File: config.mk
export PLATFORM = sky130hd
export DESIGN_NAME = axil_arbiter_2to1_flat
export DESIGN_NICKNAME = d
export VERILOG_FILES = /design/src/rtl/axil_arbiter_2to1_if.sv /design/src/rtl/axil_arbiter_2to1.sv /design/src/flat_wrapper.sv
export SDC_FILE = /design/constraint.sdc
export NUM_CORES = 1
export LEC_CHECK = 0
export ABC_CLOCK_PERIOD_IN_PS = 2000
export BUFFER_PORTS_ARGS = -buffer_cell sky130_fd_sc_hd__clkbuf_2
export CAP_MARGIN = 15
export CORE_AREA = 2 2 171 173
export CTS_CLUSTER_SIZE = 8
export DETAILED_ROUTE_END_ITERATION = 10
export DIE_AREA = 0 0 173 175
export PLACE_DENSITY = 0.34
export SYNTH_ARGS = -nofsm -noshare
export SYNTH_HDL_FRONTEND = slang
export SYNTH_SLANG_ARGS = --single-unit
File: constraint.sdc
create_clock -name ACLK -period 2 [get_ports ACLK]
set_input_delay 0.2 -clock ACLK [delete_from_list [all_inputs] [get_ports ACLK]]
set_output_delay 0.2 -clock ACLK [all_outputs]
set_load 0.03 [all_outputs]
File: src/rtl/axil_arbiter_2to1_if.sv
// -----------------------------------------------------------------------------
// axil_arbiter_2to1_if
// AXI-Lite signal bundle: AW, W, B, AR and R channels.
//
// Parameters
//   ADDR_WIDTH : AWADDR / ARADDR width
//   DATA_WIDTH : WDATA / RDATA width. WSTRB is DATA_WIDTH/8 bits wide.
//
// Modports
//   master : the side that issues transactions. It drives the address, write
//            data and the B/R READY signals, and receives the responses.
//   slave  : the side that accepts transactions. It drives the A/W READY
//            signals and the B/R responses.
// -----------------------------------------------------------------------------
interface axil_arbiter_2to1_if #(
    parameter int ADDR_WIDTH = 32,
    parameter int DATA_WIDTH = 32
);
    logic [ADDR_WIDTH-1:0]   AWADDR;
    logic                    AWVALID;
    logic                    AWREADY;
    logic [DATA_WIDTH-1:0]   WDATA;
    logic [DATA_WIDTH/8-1:0] WSTRB;
    logic                    WVALID;
    logic                    WREADY;
    logic [1:0]              BRESP;
    logic                    BVALID;
    logic                    BREADY;
    logic [ADDR_WIDTH-1:0]   ARADDR;
    logic                    ARVALID;
    logic                    ARREADY;
    logic [DATA_WIDTH-1:0]   RDATA;
    logic [1:0]              RRESP;
    logic                    RVALID;
    logic                    RREADY;

    modport master (
        output AWADDR, AWVALID, input AWREADY,
        output WDATA, WSTRB, WVALID, input WREADY,
        input BRESP, BVALID, output BREADY,
        output ARADDR, ARVALID, input ARREADY,
        input RDATA, RRESP, RVALID, output RREADY
    );

    modport slave (
        input AWADDR, AWVALID, output AWREADY,
        input WDATA, WSTRB, WVALID, output WREADY,
        output BRESP, BVALID, input BREADY,
        input ARADDR, ARVALID, output ARREADY,
        output RDATA, RRESP, RVALID, input RREADY
    );
endinterface

File: src/rtl/axil_arbiter_2to1.sv
// -----------------------------------------------------------------------------
// axil_arbiter_2to1
// Two-requester AXI-Lite arbiter in front of a single AXI-Lite master port,
// which connects to the APB bridge. Only one transaction, read or write, is in
// flight at any time. When a transaction is granted, the granted port's
// channels are forwarded combinationally. The other port sees all of its
// READY and VALID outputs held low.
//
// Ports
//   ACLK    : clock. All logic runs on the rising edge.
//   ARESETn : asynchronous, active-low reset.
//   s0, s1  : requester ports (slave modport of axil_arbiter_2to1_if).
//   m       : shared master port (master modport of axil_arbiter_2to1_if).
//
// Build option
//   AXIL_ARB_ROUND_ROBIN_EN : when this macro is defined, simultaneous requests
//                             alternate between the ports using a last-grant
//                             pointer. When it is undefined, port 0 always wins.
// -----------------------------------------------------------------------------
module axil_arbiter_2to1 #(
    parameter int ADDR_WIDTH = 32,
    parameter int DATA_WIDTH = 32
) (
    input  logic                  ACLK,
    input  logic                  ARESETn,
    axil_arbiter_2to1_if.slave    s0,
    axil_arbiter_2to1_if.slave    s1,
    axil_arbiter_2to1_if.master   m
);

    typedef enum logic [2:0] {
        IDLE  = 3'd0,
        WADDR = 3'd1,
        WRESP = 3'd2,
        RADDR = 3'd3,
        RRESP = 3'd4
    } state_t;

    state_t state_reg;
    logic   gnt_reg;
    logic   aw_done_reg;
    logic   w_done_reg;
`ifdef AXIL_ARB_ROUND_ROBIN_EN
    logic   last_gnt_reg;
`endif

    // ---------------------------------------------------------------------
    // Request decode and grant selection (only used in IDLE)
    // ---------------------------------------------------------------------
    logic wr_req0, wr_req1, req0, req1;
    logic pick_gnt, pick_wr;

    assign wr_req0 = s0.AWVALID & s0.WVALID;
    assign wr_req1 = s1.AWVALID & s1.WVALID;
    assign req0    = wr_req0 | s0.ARVALID;
    assign req1    = wr_req1 | s1.ARVALID;

`ifdef AXIL_ARB_ROUND_ROBIN_EN
    // On a tie, favour the port that was not granted last time.
    assign pick_gnt = (req0 & req1) ? ~last_gnt_reg : req1;
`else
    assign pick_gnt = ~req0;
`endif
    // A pending write on the chosen port takes precedence over its read.
    assign pick_wr = pick_gnt ? wr_req1 : wr_req0;

    // ---------------------------------------------------------------------
    // Forwarding windows
    // ---------------------------------------------------------------------
    logic in_waddr, in_wresp, in_raddr, in_rresp;
    logic fwd_aw, fwd_w;
    logic sel0, sel1;

    assign in_waddr = (state_reg == WADDR);
    assign in_wresp = (state_reg == WRESP);
    assign in_raddr = (state_reg == RADDR);
    assign in_rresp = (state_reg == RRESP);
    // After its own handshake, each write channel stays masked until the
    // other write channel completes.
    assign fwd_aw   = in_waddr & ~aw_done_reg;
    assign fwd_w    = in_waddr & ~w_done_reg;
    assign sel0     = ~gnt_reg;
    assign sel1     = gnt_reg;

    // Granted-port request signals
    logic [ADDR_WIDTH-1:0]   g_awaddr, g_araddr;
    logic [DATA_WIDTH-1:0]   g_wdata;
    logic [DATA_WIDTH/8-1:0] g_wstrb;
    logic                    g_awvalid, g_wvalid, g_arvalid, g_bready, g_rready;

    assign g_awaddr  = gnt_reg ? s1.AWADDR  : s0.AWADDR;
    assign g_awvalid = gnt_reg ? s1.AWVALID : s0.AWVALID;
    assign g_wdata   = gnt_reg ? s1.WDATA   : s0.WDATA;
    assign g_wstrb   = gnt_reg ? s1.WSTRB   : s0.WSTRB;
    assign g_wvalid  = gnt_reg ? s1.WVALID  : s0.WVALID;
    assign g_bready  = gnt_reg ? s1.BREADY  : s0.BREADY;
    assign g_araddr  = gnt_reg ? s1.ARADDR  : s0.ARADDR;
    assign g_arvalid = gnt_reg ? s1.ARVALID : s0.ARVALID;
    assign g_rready  = gnt_reg ? s1.RREADY  : s0.RREADY;

    // ---------------------------------------------------------------------
    // Master-side outputs
    // ---------------------------------------------------------------------
    assign m.AWVALID = fwd_aw & g_awvalid;
    assign m.AWADDR  = fwd_aw ? g_awaddr : '0;
    assign m.WVALID  = fwd_w & g_wvalid;
    assign m.WDATA   = fwd_w ? g_wdata : '0;
    assign m.WSTRB   = fwd_w ? g_wstrb : '0;
    assign m.BREADY  = in_wresp & g_bready;
    assign m.ARVALID = in_raddr & g_arvalid;
    assign m.ARADDR  = in_raddr ? g_araddr : '0;
    assign m.RREADY  = in_rresp & g_rready;

    // ---------------------------------------------------------------------
    // Requester-side outputs. The non-granted port sees zeros.
    // ---------------------------------------------------------------------
    assign s0.AWREADY = sel0 & fwd_aw & m.AWREADY;
    assign s0.WREADY  = sel0 & fwd_w & m.WREADY;
    assign s0.BVALID  = sel0 & in_wresp & m.BVALID;
    assign s0.BRESP   = (sel0 & in_wresp) ? m.BRESP : 2'b00;
    assign s0.ARREADY = sel0 & in_raddr & m.ARREADY;
    assign s0.RVALID  = sel0 & in_rresp & m.RVALID;
    assign s0.RRESP   = (sel0 & in_rresp) ? m.RRESP : 2'b00;
    assign s0.RDATA   = (sel0 & in_rresp) ? m.RDATA : '0;

    assign s1.AWREADY = sel1 & fwd_aw & m.AWREADY;
    assign s1.WREADY  = sel1 & fwd_w & m.WREADY;
    assign s1.BVALID  = sel1 & in_wresp & m.BVALID;
    assign s1.BRESP   = (sel1 & in_wresp) ? m.BRESP : 2'b00;
    assign s1.ARREADY = sel1 & in_raddr & m.ARREADY;
    assign s1.RVALID  = sel1 & in_rresp & m.RVALID;
    assign s1.RRESP   = (sel1 & in_rresp) ? m.RRESP : 2'b00;
    assign s1.RDATA   = (sel1 & in_rresp) ? m.RDATA : '0;

    // ---------------------------------------------------------------------
    // Handshakes on the master port
    // ---------------------------------------------------------------------
    logic aw_hs, w_hs, b_hs, ar_hs, r_hs;
    logic aw_done_next, w_done_next;

    assign aw_hs = m.AWVALID & m.AWREADY;
    assign w_hs  = m.WVALID & m.WREADY;
    assign b_hs  = in_wresp & m.BVALID & m.BREADY;
    assign ar_hs = m.ARVALID & m.ARREADY;
    assign r_hs  = in_rresp & m.RVALID & m.RREADY;

    assign aw_done_next = aw_done_reg | aw_hs;
    assign w_done_next  = w_done_reg | w_hs;

    // ---------------------------------------------------------------------
    // Arbitration FSM. Each completion returns to IDLE, so a new grant is
    // always separated from the previous transaction by at least one cycle.
    // ---------------------------------------------------------------------
    always_ff @(posedge ACLK or negedge ARESETn) begin
        if (!ARESETn) begin
            state_reg   <= IDLE;
            gnt_reg     <= 1'b0;
            aw_done_reg <= 1'b0;
            w_done_reg  <= 1'b0;
`ifdef AXIL_ARB_ROUND_ROBIN_EN
            last_gnt_reg <= 1'b1;
`endif
        end else begin
            case (state_reg)
                IDLE: begin
                    if (req0 | req1) begin
                        gnt_reg     <= pick_gnt;
                        aw_done_reg <= 1'b0;
                        w_done_reg  <= 1'b0;
                        state_reg   <= pick_wr ? WADDR : RADDR;
`ifdef AXIL_ARB_ROUND_ROBIN_EN
                        last_gnt_reg <= pick_gnt;
`endif
                    end
                end
                WADDR: begin
                    if (aw_done_next && w_done_next) begin
                        aw_done_reg <= 1'b0;
                        w_done_reg  <= 1'b0;
                        state_reg   <= WRESP;
                    end else begin
                        aw_done_reg <= aw_done_next;
                        w_done_reg  <= w_done_next;
                    end
                end
                WRESP: begin
                    if (b_hs) begin
                        state_reg <= IDLE;
                    end
                end
                RADDR: begin
                    if (ar_hs) begin
                        state_reg <= RRESP;
                    end
                end
                RRESP: begin
                    if (r_hs) begin
                        state_reg <= IDLE;
                    end
                end
                default: begin
                    state_reg <= IDLE;
                end
            endcase
        end
    end

endmodule

File: src/flat_wrapper.sv
// flat-port wrapper written by rule: the top's interface ports become plain ports
module axil_arbiter_2to1_flat 
#(
    parameter int ADDR_WIDTH = 32,
    parameter int DATA_WIDTH = 32
)
  (ACLK, ARESETn, s0_AWADDR, s0_AWVALID, s0_AWREADY, s0_WDATA, s0_WSTRB, s0_WVALID, s0_WREADY, s0_BRESP, s0_BVALID, s0_BREADY, s0_ARADDR, s0_ARVALID, s0_ARREADY, s0_RDATA, s0_RRESP, s0_RVALID, s0_RREADY, s1_AWADDR, s1_AWVALID, s1_AWREADY, s1_WDATA, s1_WSTRB, s1_WVALID, s1_WREADY, s1_BRESP, s1_BVALID, s1_BREADY, s1_ARADDR, s1_ARVALID, s1_ARREADY, s1_RDATA, s1_RRESP, s1_RVALID, s1_RREADY, m_AWADDR, m_AWVALID, m_AWREADY, m_WDATA, m_WSTRB, m_WVALID, m_WREADY, m_BRESP, m_BVALID, m_BREADY, m_ARADDR, m_ARVALID, m_ARREADY, m_RDATA, m_RRESP, m_RVALID, m_RREADY);
  axil_arbiter_2to1_if #(.ADDR_WIDTH(ADDR_WIDTH), .DATA_WIDTH(DATA_WIDTH)) s0_i ();
  axil_arbiter_2to1_if #(.ADDR_WIDTH(ADDR_WIDTH), .DATA_WIDTH(DATA_WIDTH)) s1_i ();
  axil_arbiter_2to1_if #(.ADDR_WIDTH(ADDR_WIDTH), .DATA_WIDTH(DATA_WIDTH)) m_i ();
  input  logic ACLK;
  input  logic ARESETn;
  input wire logic [$bits(s0_i.AWADDR)-1:0] s0_AWADDR;
  input wire logic [$bits(s0_i.AWVALID)-1:0] s0_AWVALID;
  output wire logic [$bits(s0_i.AWREADY)-1:0] s0_AWREADY;
  input wire logic [$bits(s0_i.WDATA)-1:0] s0_WDATA;
  input wire logic [$bits(s0_i.WSTRB)-1:0] s0_WSTRB;
  input wire logic [$bits(s0_i.WVALID)-1:0] s0_WVALID;
  output wire logic [$bits(s0_i.WREADY)-1:0] s0_WREADY;
  output wire logic [$bits(s0_i.BRESP)-1:0] s0_BRESP;
  output wire logic [$bits(s0_i.BVALID)-1:0] s0_BVALID;
  input wire logic [$bits(s0_i.BREADY)-1:0] s0_BREADY;
  input wire logic [$bits(s0_i.ARADDR)-1:0] s0_ARADDR;
  input wire logic [$bits(s0_i.ARVALID)-1:0] s0_ARVALID;
  output wire logic [$bits(s0_i.ARREADY)-1:0] s0_ARREADY;
  output wire logic [$bits(s0_i.RDATA)-1:0] s0_RDATA;
  output wire logic [$bits(s0_i.RRESP)-1:0] s0_RRESP;
  output wire logic [$bits(s0_i.RVALID)-1:0] s0_RVALID;
  input wire logic [$bits(s0_i.RREADY)-1:0] s0_RREADY;
  input wire logic [$bits(s1_i.AWADDR)-1:0] s1_AWADDR;
  input wire logic [$bits(s1_i.AWVALID)-1:0] s1_AWVALID;
  output wire logic [$bits(s1_i.AWREADY)-1:0] s1_AWREADY;
  input wire logic [$bits(s1_i.WDATA)-1:0] s1_WDATA;
  input wire logic [$bits(s1_i.WSTRB)-1:0] s1_WSTRB;
  input wire logic [$bits(s1_i.WVALID)-1:0] s1_WVALID;
  output wire logic [$bits(s1_i.WREADY)-1:0] s1_WREADY;
  output wire logic [$bits(s1_i.BRESP)-1:0] s1_BRESP;
  output wire logic [$bits(s1_i.BVALID)-1:0] s1_BVALID;
  input wire logic [$bits(s1_i.BREADY)-1:0] s1_BREADY;
  input wire logic [$bits(s1_i.ARADDR)-1:0] s1_ARADDR;
  input wire logic [$bits(s1_i.ARVALID)-1:0] s1_ARVALID;
  output wire logic [$bits(s1_i.ARREADY)-1:0] s1_ARREADY;
  output wire logic [$bits(s1_i.RDATA)-1:0] s1_RDATA;
  output wire logic [$bits(s1_i.RRESP)-1:0] s1_RRESP;
  output wire logic [$bits(s1_i.RVALID)-1:0] s1_RVALID;
  input wire logic [$bits(s1_i.RREADY)-1:0] s1_RREADY;
  output wire logic [$bits(m_i.AWADDR)-1:0] m_AWADDR;
  output wire logic [$bits(m_i.AWVALID)-1:0] m_AWVALID;
  input wire logic [$bits(m_i.AWREADY)-1:0] m_AWREADY;
  output wire logic [$bits(m_i.WDATA)-1:0] m_WDATA;
  output wire logic [$bits(m_i.WSTRB)-1:0] m_WSTRB;
  output wire logic [$bits(m_i.WVALID)-1:0] m_WVALID;
  input wire logic [$bits(m_i.WREADY)-1:0] m_WREADY;
  input wire logic [$bits(m_i.BRESP)-1:0] m_BRESP;
  input wire logic [$bits(m_i.BVALID)-1:0] m_BVALID;
  output wire logic [$bits(m_i.BREADY)-1:0] m_BREADY;
  output wire logic [$bits(m_i.ARADDR)-1:0] m_ARADDR;
  output wire logic [$bits(m_i.ARVALID)-1:0] m_ARVALID;
  input wire logic [$bits(m_i.ARREADY)-1:0] m_ARREADY;
  input wire logic [$bits(m_i.RDATA)-1:0] m_RDATA;
  input wire logic [$bits(m_i.RRESP)-1:0] m_RRESP;
  input wire logic [$bits(m_i.RVALID)-1:0] m_RVALID;
  output wire logic [$bits(m_i.RREADY)-1:0] m_RREADY;
  assign s0_i.AWADDR = s0_AWADDR;
  assign s0_i.AWVALID = s0_AWVALID;
  assign s0_AWREADY = s0_i.AWREADY;
  assign s0_i.WDATA = s0_WDATA;
  assign s0_i.WSTRB = s0_WSTRB;
  assign s0_i.WVALID = s0_WVALID;
  assign s0_WREADY = s0_i.WREADY;
  assign s0_BRESP = s0_i.BRESP;
  assign s0_BVALID = s0_i.BVALID;
  assign s0_i.BREADY = s0_BREADY;
  assign s0_i.ARADDR = s0_ARADDR;
  assign s0_i.ARVALID = s0_ARVALID;
  assign s0_ARREADY = s0_i.ARREADY;
  assign s0_RDATA = s0_i.RDATA;
  assign s0_RRESP = s0_i.RRESP;
  assign s0_RVALID = s0_i.RVALID;
  assign s0_i.RREADY = s0_RREADY;
  assign s1_i.AWADDR = s1_AWADDR;
  assign s1_i.AWVALID = s1_AWVALID;
  assign s1_AWREADY = s1_i.AWREADY;
  assign s1_i.WDATA = s1_WDATA;
  assign s1_i.WSTRB = s1_WSTRB;
  assign s1_i.WVALID = s1_WVALID;
  assign s1_WREADY = s1_i.WREADY;
  assign s1_BRESP = s1_i.BRESP;
  assign s1_BVALID = s1_i.BVALID;
  assign s1_i.BREADY = s1_BREADY;
  assign s1_i.ARADDR = s1_ARADDR;
  assign s1_i.ARVALID = s1_ARVALID;
  assign s1_ARREADY = s1_i.ARREADY;
  assign s1_RDATA = s1_i.RDATA;
  assign s1_RRESP = s1_i.RRESP;
  assign s1_RVALID = s1_i.RVALID;
  assign s1_i.RREADY = s1_RREADY;
  assign m_AWADDR = m_i.AWADDR;
  assign m_AWVALID = m_i.AWVALID;
  assign m_i.AWREADY = m_AWREADY;
  assign m_WDATA = m_i.WDATA;
  assign m_WSTRB = m_i.WSTRB;
  assign m_WVALID = m_i.WVALID;
  assign m_i.WREADY = m_WREADY;
  assign m_i.BRESP = m_BRESP;
  assign m_i.BVALID = m_BVALID;
  assign m_BREADY = m_i.BREADY;
  assign m_ARADDR = m_i.ARADDR;
  assign m_ARVALID = m_i.ARVALID;
  assign m_i.ARREADY = m_ARREADY;
  assign m_i.RDATA = m_RDATA;
  assign m_i.RRESP = m_RRESP;
  assign m_i.RVALID = m_RVALID;
  assign m_RREADY = m_i.RREADY;
  axil_arbiter_2to1 #(.ADDR_WIDTH(ADDR_WIDTH), .DATA_WIDTH(DATA_WIDTH)) u_core (.ACLK(ACLK), .ARESETn(ARESETn), .s0(s0_i), .s1(s1_i), .m(m_i));
endmodule
==> metrics.yaml, run 1 <==
run_status:
  status: "complete, but fails checks"
  violations: "setup timing"
critical_path:
  r2r_end: "u_core.state_reg[1]$_DFFE_PN0P_"
  required_ns: 1.80
  rr_worst_depth: 5
  cp.arrival_ns: 1.83
  regToRegSetupSlack_ns: 0.27
  crit_fanout: 9
  crit_start: "u_core.state_reg[1]$_DFFE_PN0P_"
  start_kind: "flop"
  worst_setup_path_end_kind: "output pin"
  path_class: "flop to output pin"
  rr_startpoint: "u_core.gnt_reg$_DFFE_PN0P_"
global_routing:
  grt_max_degree: 52
  gr-total-overflow: 0
  antenna_found_initial: 2
  grt_pass1_vias: 4484
  grt_pass1_wl_um: 25900
  grt.total_usage_pct: 11.2
worst_hold_path:
  worstHoldPathType: "input port to async pin"
layout:
  regArea_sq_um: 154
  instances_no_fill: 1206
  fillers: 3184
  drive_above_1_share_pct: 65.0
  nets: 1075
  largest_reg_flops: 3
  multi_input_area_sq_um: 2440
  area_delta_synth_final_pct: 144
sta:
  tightest_slew_ns: 0.456
  rsz0062_at_grt: "yes"
  relSlewSlack_pct: 68.7
  period_share_pct: 102
  slew_viol_final: 0
  finClkSkew_ns: 0.00340
  setup-violations-final: 18
  fin_crit_ns: 2.03
  hold_violations: 0
  fmax_ghz: 0.492
  setup_slack_ns: -0.0342
  setup-tns-final_ns: -0.360
floorplan:
  die_w_um: 173
  core_area_sq_um: 28400
  io_pins: 440
  row_count: 62
  die-area_sq_um: 30300
  die_h_um: 175
  start_util_pct: 9.35
logic_synthesis:
  ys_ff_latch: 6
  synthCells: 378
  mappedNetlistArea_sq_um: 2660
  synth_fp_nets: 631
  ys.warnings.count: 0
  avgSynthCellArea_sq_um: 7.02
  ys_types: 29
  ys_seq_area_share_pct: 5.66
drt:
  drcViolationCount: 0
  drtAntennaViolNets: 0
  drt_iter0_markers: 89
  viasPerCell: 3.67
  totalWireLength_um: 19400
  num_vias: 4430
  avgRoutedWirePerCell_um: 16.1
  drt-pass1-iter-count: 4
place:
  io_buffers: 439
  gp_congestion: 0.822
  dp_slack_ns: 0.0777
  place_inst: 1187
  hpwl_um: 16000
clock_network:
  clk_transition_reported_paths_ns: 0.04
  clockRootBuffer: "clkbuf_16"
  cts_buffers: 3
  cts_buffer_depth: 2
  clk_latency_ns: 0.23
  htreeDepth: 1
  cts_tree: "built"
  cts_sinks: 6
job:
  max_cap_violations: 0
power:
  p_total_mw: 8.39
  p_per_area_nw_per_um2: 1290
  peakVddDrop_v: 0.000345
  p_leak_nw: 3.65
[how the worst max path moves through the flow]
stage,end,slack [ns],cells after the start
after detailed placement,m_WDATA[17],0.08,5
final,m_WDATA[18],-0.03,5
after CTS,m_WSTRB[2],-0.08,5
after floorplan,m_AWADDR[10],0.13,5
after global routing,m_WDATA[28],-0.09,5
after global placement,s1_WREADY,0.05,6
[final cells by class]
cell class	instances	area share (%)
well taps	384	7.41
flip-flops and latches	6	2.37
diodes	1	0.0386
repair buffers	472	51.0
inverters	5	0.289
multi-input cells	334	37.7
clock buffers	4	1.22
[cell families (layout without fill, tap and decap cells)]
logic type | after synthesis | count (layout) | synth area share, %
AND/OR/NAND/NOR | 214 | 214 | 41.8
buffers and inverters | 38 | 481 | 9.24
AO/OA/AOI/OAI | 15 | 15 | 3.77
multiplexers | 105 | 105 | 39.6
other | 0 | 1 | 0
flip-flops | 6 | 6 | 5.65
[where the power goes]
part / switching (mW) / internal (mW) / total [mW]
clock: 0.0675 / 0.264 / 0.332
sequential: 0.124 / 0.177 / 0.301
combinational: 4.45 / 3.31 / 7.76
total: 4.64 / 3.75 / 8.39
[per-layer routing]
metal  GRT usage, %  routed length (um)
met4           3.60                 561
met5              0                  12
met2           22.8               10700
met3           2.50                1700
met1           11.0                6410
[placed cells by master, fill, tap and decap left out, types with 2 or more instances in the layout]
cell | netlist | final
nor4b_2 | 0 | 2
or2_4 | 1 | 2
inv_1 | 5 | 5
and2_4 | 0 | 2
nor2_1 | 83 | 63
and2_1 | 70 | 68
buf_6 | 4 | 10
clkbuf_2 | 0 | 320
nor2_2 | 29 | 30
buf_8 | 0 | 14
nor2_4 | 1 | 20
clkbuf_4 | 0 | 26
nor3_1 | 9 | 9
mux2i_1 | 105 | 105
a21oi_1 | 4 | 4
buf_16 | 0 | 2
buf_2 | 19 | 10
o32ai_1 | 2 | 2
clkbuf_8 | 0 | 25
buf_4 | 0 | 47
o21ai_1 | 2 | 2
dfrtp_1 | 6 | 5
clkbuf_16 | 0 | 10
a21o_1 | 3 | 3
nand2_1 | 11 | 10
buf_12 | 3 | 10
[synth_stat cells]
cell type,count,area share (%)
nand2_1,11,1.6
inv_1,5,0.71
a21oi_1,4,0.75
a211o_1,1,0.33
buf_6,4,1.7
buf_2,19,3.6
nand2b_1,1,0.24
nor2_2,29,6.8
clkbuf_1,7,0.99
a21o_1,3,0.85
buf_12,3,2.3
nor2_4,1,0.42
o22ai_1,1,0.24
or3_1,2,0.47
o21ai_1,2,0.38
nand4b_1,1,0.33
nor2b_1,2,0.47
o32ai_1,2,0.66
nor3_1,9,1.7
or2_2,1,0.24
nor2_1,83,12
a31oi_1,1,0.24
o2111ai_1,1,0.33
nor4b_1,2,0.66
and2_1,70,16
mux2i_1,105,40
nor3b_1,1,0.28
or2_4,1,0.33
dfrtp_1,6,5.7
[stage by stage]
step	utilization (%)	hold WS, ns	cell area (sq um)
2_1_floorplan	-	-0.0956	2660
3_3_place_gp	19.0	0.0413	5380
3_5_place_dp	19.0	0.0424	5380
4_1_cts	21.3	0.393	6040
5_1_grt	22.8	0.389	6490
6_report	22.8	0.367	6490
[worst max-delay path, stage by stage (launching register included)]
cell and delay [ns]:
dfrtp_1 0.39, or2_4 0.26, or3_4 0.44, clkbuf_16 0.22, nor2_2 0.12, clkbuf_8 0.16
[what timing repair did]
item,4_1_cts,5_1_grt
hold buffers,1,0
setup endpoints to repair,97,175
cloned,1,8
endpoints found under the hold margin,6,0
pin swaps,1,9
gates resized for setup,153,128
setup buffers,0,4
No activity file was read; power rests on OpenSTA's default activity.
==> run 2, diff against run 1 <==
ABC_AREA = 0   (was unset)
TNS_END_PERCENT = 1   (was unset)
==> metrics.yaml, run 2 (same netlist as run 1, synthesis figures left out) <==
floorplan:
  die_h_um: 175  # unchanged
  die-area_sq_um: 30300  # unchanged
  row_count: 62  # unchanged
  start_util_pct: 9.35  # unchanged
  core_area_sq_um: 28400  # unchanged
  die_w_um: 173  # unchanged
  io_pins: 440  # unchanged
critical_path:
  crit_path_cell_trace: "or2_4, or3_4, buf_12, nor2_2, clkbuf_8"  # was or2_4, or3_4, clkbuf_16, nor2_2, clkbuf_8
  slowest_delay_ns: 0.40  # was 0.44 ns
  required_ns: 1.80  # about the same
  regToRegSetupSlack_ns: 0.30  # was 0.27 ns
  critPathSlowestCell: "dfrtp_1"  # was or3_4
  worst_setup_path_end_kind: "output pin"  # unchanged
  start_kind: "flop"  # unchanged
  path_class: "flop to output pin"  # unchanged
  cp.arrival_ns: 1.82  # was 1.83 ns
  crit_fanout: 18  # was 9
sta:
  setup-tns-final_ns: -0.0324  # was -0.360 ns
  finalHoldWorstSlack_ns: 0.365  # was 0.367 ns
  period_share_pct: 101  # was 102%
  relSlewSlack_pct: 67.6  # was 68.7%
  rsz0062_at_grt: "yes"  # unchanged
  finClkSkew_ns: 0.00324  # was 0.00340 ns
  hold_violations: 0  # unchanged
  fmax_ghz: 0.495  # was 0.492 GHz
  tightest_slew_ns: 0.484  # was 0.456 ns
  setup_slack_ns: -0.0205  # was -0.0342 ns
  setup-violations-final: 3  # was 18
  slew_viol_final: 0  # unchanged
  fin_crit_ns: 2.02  # was 2.03 ns
power:
  p_total_mw: 7.73  # was 8.39 mW
  p_leak_nw: 3.52  # was 3.65 nW
  p_per_area_nw_per_um2: 1270  # was 1290 nW/um^2
  peakVddDrop_v: 0.000501  # was 0.000345 V
clock_network:
  cts_buffer_depth: 2  # unchanged
  htreeDepth: 1  # unchanged
  clk_latency_ns: 0.23  # about the same
  clockRootBuffer: "clkbuf_16"  # unchanged
  cts_sinks: 6  # unchanged
  cts_tree: "built"  # unchanged
  clk_transition_reported_paths_ns: 0.04  # about the same
  cts_buffers: 3  # unchanged
global_routing:
  grt.total_usage_pct: 11.2  # about the same
  antenna_found_initial: 1  # was 2
  grt_pass1_vias: 4456  # was 4484
  gr-total-overflow: 0  # unchanged
  grt_max_degree: 52  # unchanged
  grt_pass1_wl_um: 25900  # about the same
drt:
  drcViolationCount: 0  # unchanged
  drt-pass1-iter-count: 4  # unchanged
  drtAntennaViolNets: 0  # unchanged
  viasPerCell: 3.60  # was 3.67
  avgRoutedWirePerCell_um: 15.4  # was 16.1 um
  num_vias: 4299  # was 4430
  totalWireLength_um: 18400  # was 19400 um
  drt_iter0_markers: 85  # was 89
layout:
  drive_above_1_share_pct: 63.5  # was 65.0%
  area_delta_synth_final_pct: 129  # was 144%
  final_cell_mix: "clkbuf_2, mux2i_1, nor2_1, and2_1, buf_2"  # was clkbuf_2, mux2i_1, and2_1, nor2_1, buf_4
  antennaDiodeCount: 0  # was 1
  nets: 1063  # was 1075
  largest_reg_flops: 3  # unchanged
  final_common_cell: "clkbuf_2"  # unchanged
run_status:
  violations: "setup timing"  # unchanged
  status: "complete, but fails checks"  # unchanged
place:
  hpwl_um: 16000  # unchanged
  io_buffers: 439  # unchanged
  gp_congestion: 0.822  # unchanged
job:
  max_cap_violations: 0  # unchanged
worst_hold_path:
  worstHoldPathType: "input port to async pin"  # unchanged
[run 2: cell count changes in the layout (fill, tap and decap cells not counted), sizes merged]
cell	delta
buf	+19
clkbuf	-31
diode	-1
[run 2: final timing paths]
check                                                      from                         endpoint  cells after the start
worst max register to register       u_core.gnt_reg$_DFFE_PN0P_  u_core.state_reg[0]$_DFFE_PN0P_                      4
max in group asynchronous                               ARESETn       u_core.gnt_reg$_DFFE_PN0P_                      2
worst max-delay path            u_core.state_reg[1]$_DFFE_PN0P_                      m_WDATA[17]                      5
worst min-delay path                                    ARESETn       u_core.gnt_reg$_DFFE_PN0P_                      2
min in group ACLK                                      m_RVALID  u_core.state_reg[2]$_DFFE_PN0P_                      3
worst min register to register   u_core.aw_done_reg$_DFFE_PN0P_   u_core.aw_done_reg$_DFFE_PN0P_                      1
[run 2: area by class of cell]
class,count,area (sq um)
clock buffer,4,78.8
fill,3225,22300
inverter,5,18.8
multi-input combinational,334,2330
sequential,6,154
tap,384,480
timing repair buffer,460,3030
[run 2: critical path: cells and delay by family, from the launching register on]
family / cells / cell delay, ns
and+or+nand+nor: 3 / 0.81
DFF: 1 / 0.40
buffers and inverters: 2 / 0.36
[run 2: report_power, final]
part / total (mW) / switching (mW) / internal [mW]
registers: 0.282 / 0.104 / 0.177
clock network: 0.332 / 0.0677 / 0.264
logic: 7.12 / 4.20 / 2.92
total: 7.73 / 4.37 / 3.36
[run 2: routing by layer]
| metal | vias to the layer above | GRT usage [%] | routed length, um |
|---|---|---|---|
| met1 | 1894 | 11.0 | 6350 |
| met2 | 272 | 23.1 | 10100 |
| met5 | - | 0 | 12 |
| met4 | 2 | 3.07 | 402 |
| met3 | 16 | 2.48 | 1490 |
| li1 | 2115 | - | - |
[run 2: through the flow]
stage | instances | utilization, % | setup WS, ns | area (sq um)
6_report | 1193 | 21.4 | -0.0205 | 6080
5_1_grt | 1193 | 21.4 | -0.117 | 6080
4_1_cts | 1193 | 21.0 | -0.0843 | 5950
3_5_place_dp | 1187 | 19.0 | 0.0777 | 5380
3_3_place_gp | 1187 | 19.0 | 0.0544 | 5380
2_1_floorplan | 378 | - | 0.134 | 2660
[run 2: timing repair]
| item | CTS | global route |
|---|---|---|
| pin swaps | 2 | 2 |
| cloned | 1 | 0 |
| hold buffers | 1 | 0 |
| endpoints found under the setup margin | 97 | 175 |
| endpoints found under the hold margin | 6 | 0 |
| setup buffers | 0 | 0 |
| gates resized for setup | 125 | 160 |
==> run 3, diff against run 2 <==
ABC_CLOCK_PERIOD_IN_PS = 1940   (was 2000)
clock period = 1.94 ns   (was 2 ns; I/O delays follow)
==> metrics.yaml, run 3 (same netlist as run 1, synthesis figures left out) <==
sta:
  finClkSkew_ns: 0.00186  # was 0.00324 ns
  fin_crit_ns: 1.95
  rsz0062_at_grt: "yes"  # unchanged
  slew_viol_final: 0  # unchanged
  period_share_pct: 100
  setup_slack_ns: -0.00837  # was -0.0205 ns
  fmax_ghz: 0.513
  setup-tns-final_ns: -0.0242  # was -0.0324 ns
  setup-violations-final: 5  # was 3
  tightest_slew_ns: 0.426  # was 0.484 ns
  hold_violations: 0  # unchanged
  relSlewSlack_pct: 71.5  # was 67.6%
floorplan:
  io_pins: 440  # unchanged
  die_h_um: 175  # unchanged
  die-area_sq_um: 30300  # unchanged
  core_area_sq_um: 28400  # unchanged
  start_util_pct: 9.35  # unchanged
  die_w_um: 173  # unchanged
  row_count: 62  # unchanged
clock_network:
  cts_sinks: 6  # unchanged
  cts_buffer_depth: 2  # unchanged
  clk_latency_ns: 0.23  # about the same
  cts_tree: "built"  # unchanged
  htreeDepth: 1  # unchanged
  clk_transition_reported_paths_ns: 0.04  # about the same
  clockRootBuffer: "clkbuf_16"  # unchanged
  cts_buffers: 3  # unchanged
global_routing:
  antenna_found_initial: 1  # unchanged
  grt_pass1_wl_um: 26600  # was 25900 um
  busiest_layer: "met2"  # unchanged
  gr-total-overflow: 0  # unchanged
  grt_max_degree: 44  # was 52
  grt.total_usage_pct: 11.4  # was 11.2%
  met1_usage_pct: 11.4  # was 11.0%
  grtUsageMet2_pct: 23.5  # was 23.1%
  grt_pass1_vias: 4530  # was 4456
  met3_usage_pct: 2.76  # was 2.48%
drt:
  totalWireLength_um: 19400  # was 18400 um
  drt-pass1-iter-count: 4  # unchanged
  avgRoutedWirePerCell_um: 16.1  # was 15.4 um
  drtAntennaViolNets: 0  # unchanged
  viasPerCell: 3.64  # was 3.60
  drcViolationCount: 0  # unchanged
  drt_iter0_markers: 74  # was 85
  num_vias: 4384  # was 4299
layout:
  regArea_sq_um: 155  # was 154 sq um
  drive_above_1_share_pct: 65.3  # was 63.5%
  final_common_cell: "clkbuf_2"  # unchanged
  multi_input_area_sq_um: 2380  # was 2330 sq um
  nets: 1073  # was 1063
  postLayoutCoreUtil_pct: 22.0  # was 21.4%
  final_cell_mix: "clkbuf_2, mux2i_1, buf_4, and2_1, nor2_1"  # was clkbuf_2, mux2i_1, nor2_1, and2_1, buf_2
  area_delta_synth_final_pct: 135  # was 129%
  fillers: 3255  # was 3225
  largest_reg_flops: 3  # unchanged
  finalInstanceArea_sq_um: 6240  # was 6080 sq um
  antennaDiodeCount: 0  # unchanged
job:
  max_cap_violations: 0  # unchanged
critical_path:
  r2r_end: "u_core.state_reg[1]$_DFFE_PN0P_"  # was u_core.state_reg[0]$_DFFE_PN0P_
  path_class: "flop to output pin"  # unchanged
  required_ns: 1.75  # was 1.80 ns
  regToRegSetupSlack_ns: 0.22  # was 0.30 ns
  worst_setup_path_end_kind: "output pin"  # unchanged
  slowest_delay_ns: 0.40  # about the same
  cp.depth: 5  # unchanged
  crit_buf_inv: 2  # unchanged
  start_kind: "flop"  # unchanged
  crit_path_cell_trace: "or2_4, or3_4, buf_16, nor2_2, clkbuf_8"  # was or2_4, or3_4, buf_12, nor2_2, clkbuf_8
  critPathSlowestCell: "or3_4"  # was dfrtp_1
  crit_fanout: 17  # was 18
  path_delay_family: "simple AND/OR/NAND/NOR gates"  # unchanged
  rr_worst_depth: 5  # was 4
  cp.arrival_ns: 1.75  # was 1.82 ns
  rr_startpoint: "u_core.gnt_reg$_DFFE_PN0P_"  # unchanged
worst_hold_path:
  worstHoldPathType: "input port to async pin"  # unchanged
place:
  io_buffers: 439  # unchanged
  gp_congestion: 0.843  # was 0.822
  place_area_sq_um: 5440  # was 5380 sq um
  hpwl_um: 16200  # was 16000 um
power:
  peakVddDrop_v: 0.000403  # was 0.000501 V
  p_total_mw: 8.50  # was 7.73 mW
  p_leak_nw: 3.56  # was 3.52 nW
  p_per_area_nw_per_um2: 1360  # was 1270 nW/um^2
run_status:
  status: "complete, but fails checks"  # unchanged
  violations: "setup timing"  # unchanged
[run 3: metal layers]
layer	routed length [um]	up-vias	share of wire (%)
li1	-	2143	-
met1	6860	1946	35
met2	10700	279	55
met3	1550	14	8.0
met4	295	2	1.5
met5	16	-	0.083
[run 3: timing repair]
action                                 4_1_cts  5_1_grt
gates resized for setup                    117      171
cloned                                       1        2
pin swaps                                    0        1
hold buffers                                 1        0
buffers inserted                             0        0
endpoints found under the hold margin        6        0
setup endpoints to repair                  111      176
[run 3: area by class of cell]
class,count,share of cell area [%]
timing repair buffer,470,50.1
clock buffer,4,1.26
tap,384,7.70
multi-input combinational,334,38.2
inverter,5,0.301
sequential,6,2.48
[run 3: power breakdown]
group	internal (mW)	switching (mW)	total [mW]	leakage [nW]
Clock	0.273	0.0777	0.351	0.0382
Sequential	0.184	0.115	0.299	0.0739
Combinational	3.34	4.51	7.85	3.44
[run 3: worst max-delay path by stage]
stage / from / endpoint
3_5_place_dp: u_core.state_reg[2]$_DFFE_PN0P_ / m_WSTRB[3]
6_report: u_core.state_reg[2]$_DFFE_PN0P_ / m_WDATA[30]
4_1_cts: u_core.gnt_reg$_DFFE_PN0P_ / m_WDATA[3]
2_1_floorplan: u_core.state_reg[1]$_DFFE_PN0P_ / m_AWADDR[10]
5_1_grt: u_core.state_reg[2]$_DFFE_PN0P_ / m_WDATA[5]
3_3_place_gp: u_core.state_reg[2]$_DFFE_PN0P_ / m_WSTRB[2]
[run 3: metrics by stage]
stage / instances / hold slack, ns / setup WS [ns]
after floorplan: 378 / -0.102 / 0.0802
after global placement: 1195 / 0.0423 / 0.104
after detailed placement: 1195 / 0.0419 / 0.0619
after CTS: 1201 / 0.387 / -0.0727
after global routing: 1203 / 0.405 / -0.0861
final: 1203 / 0.362 / -0.00837
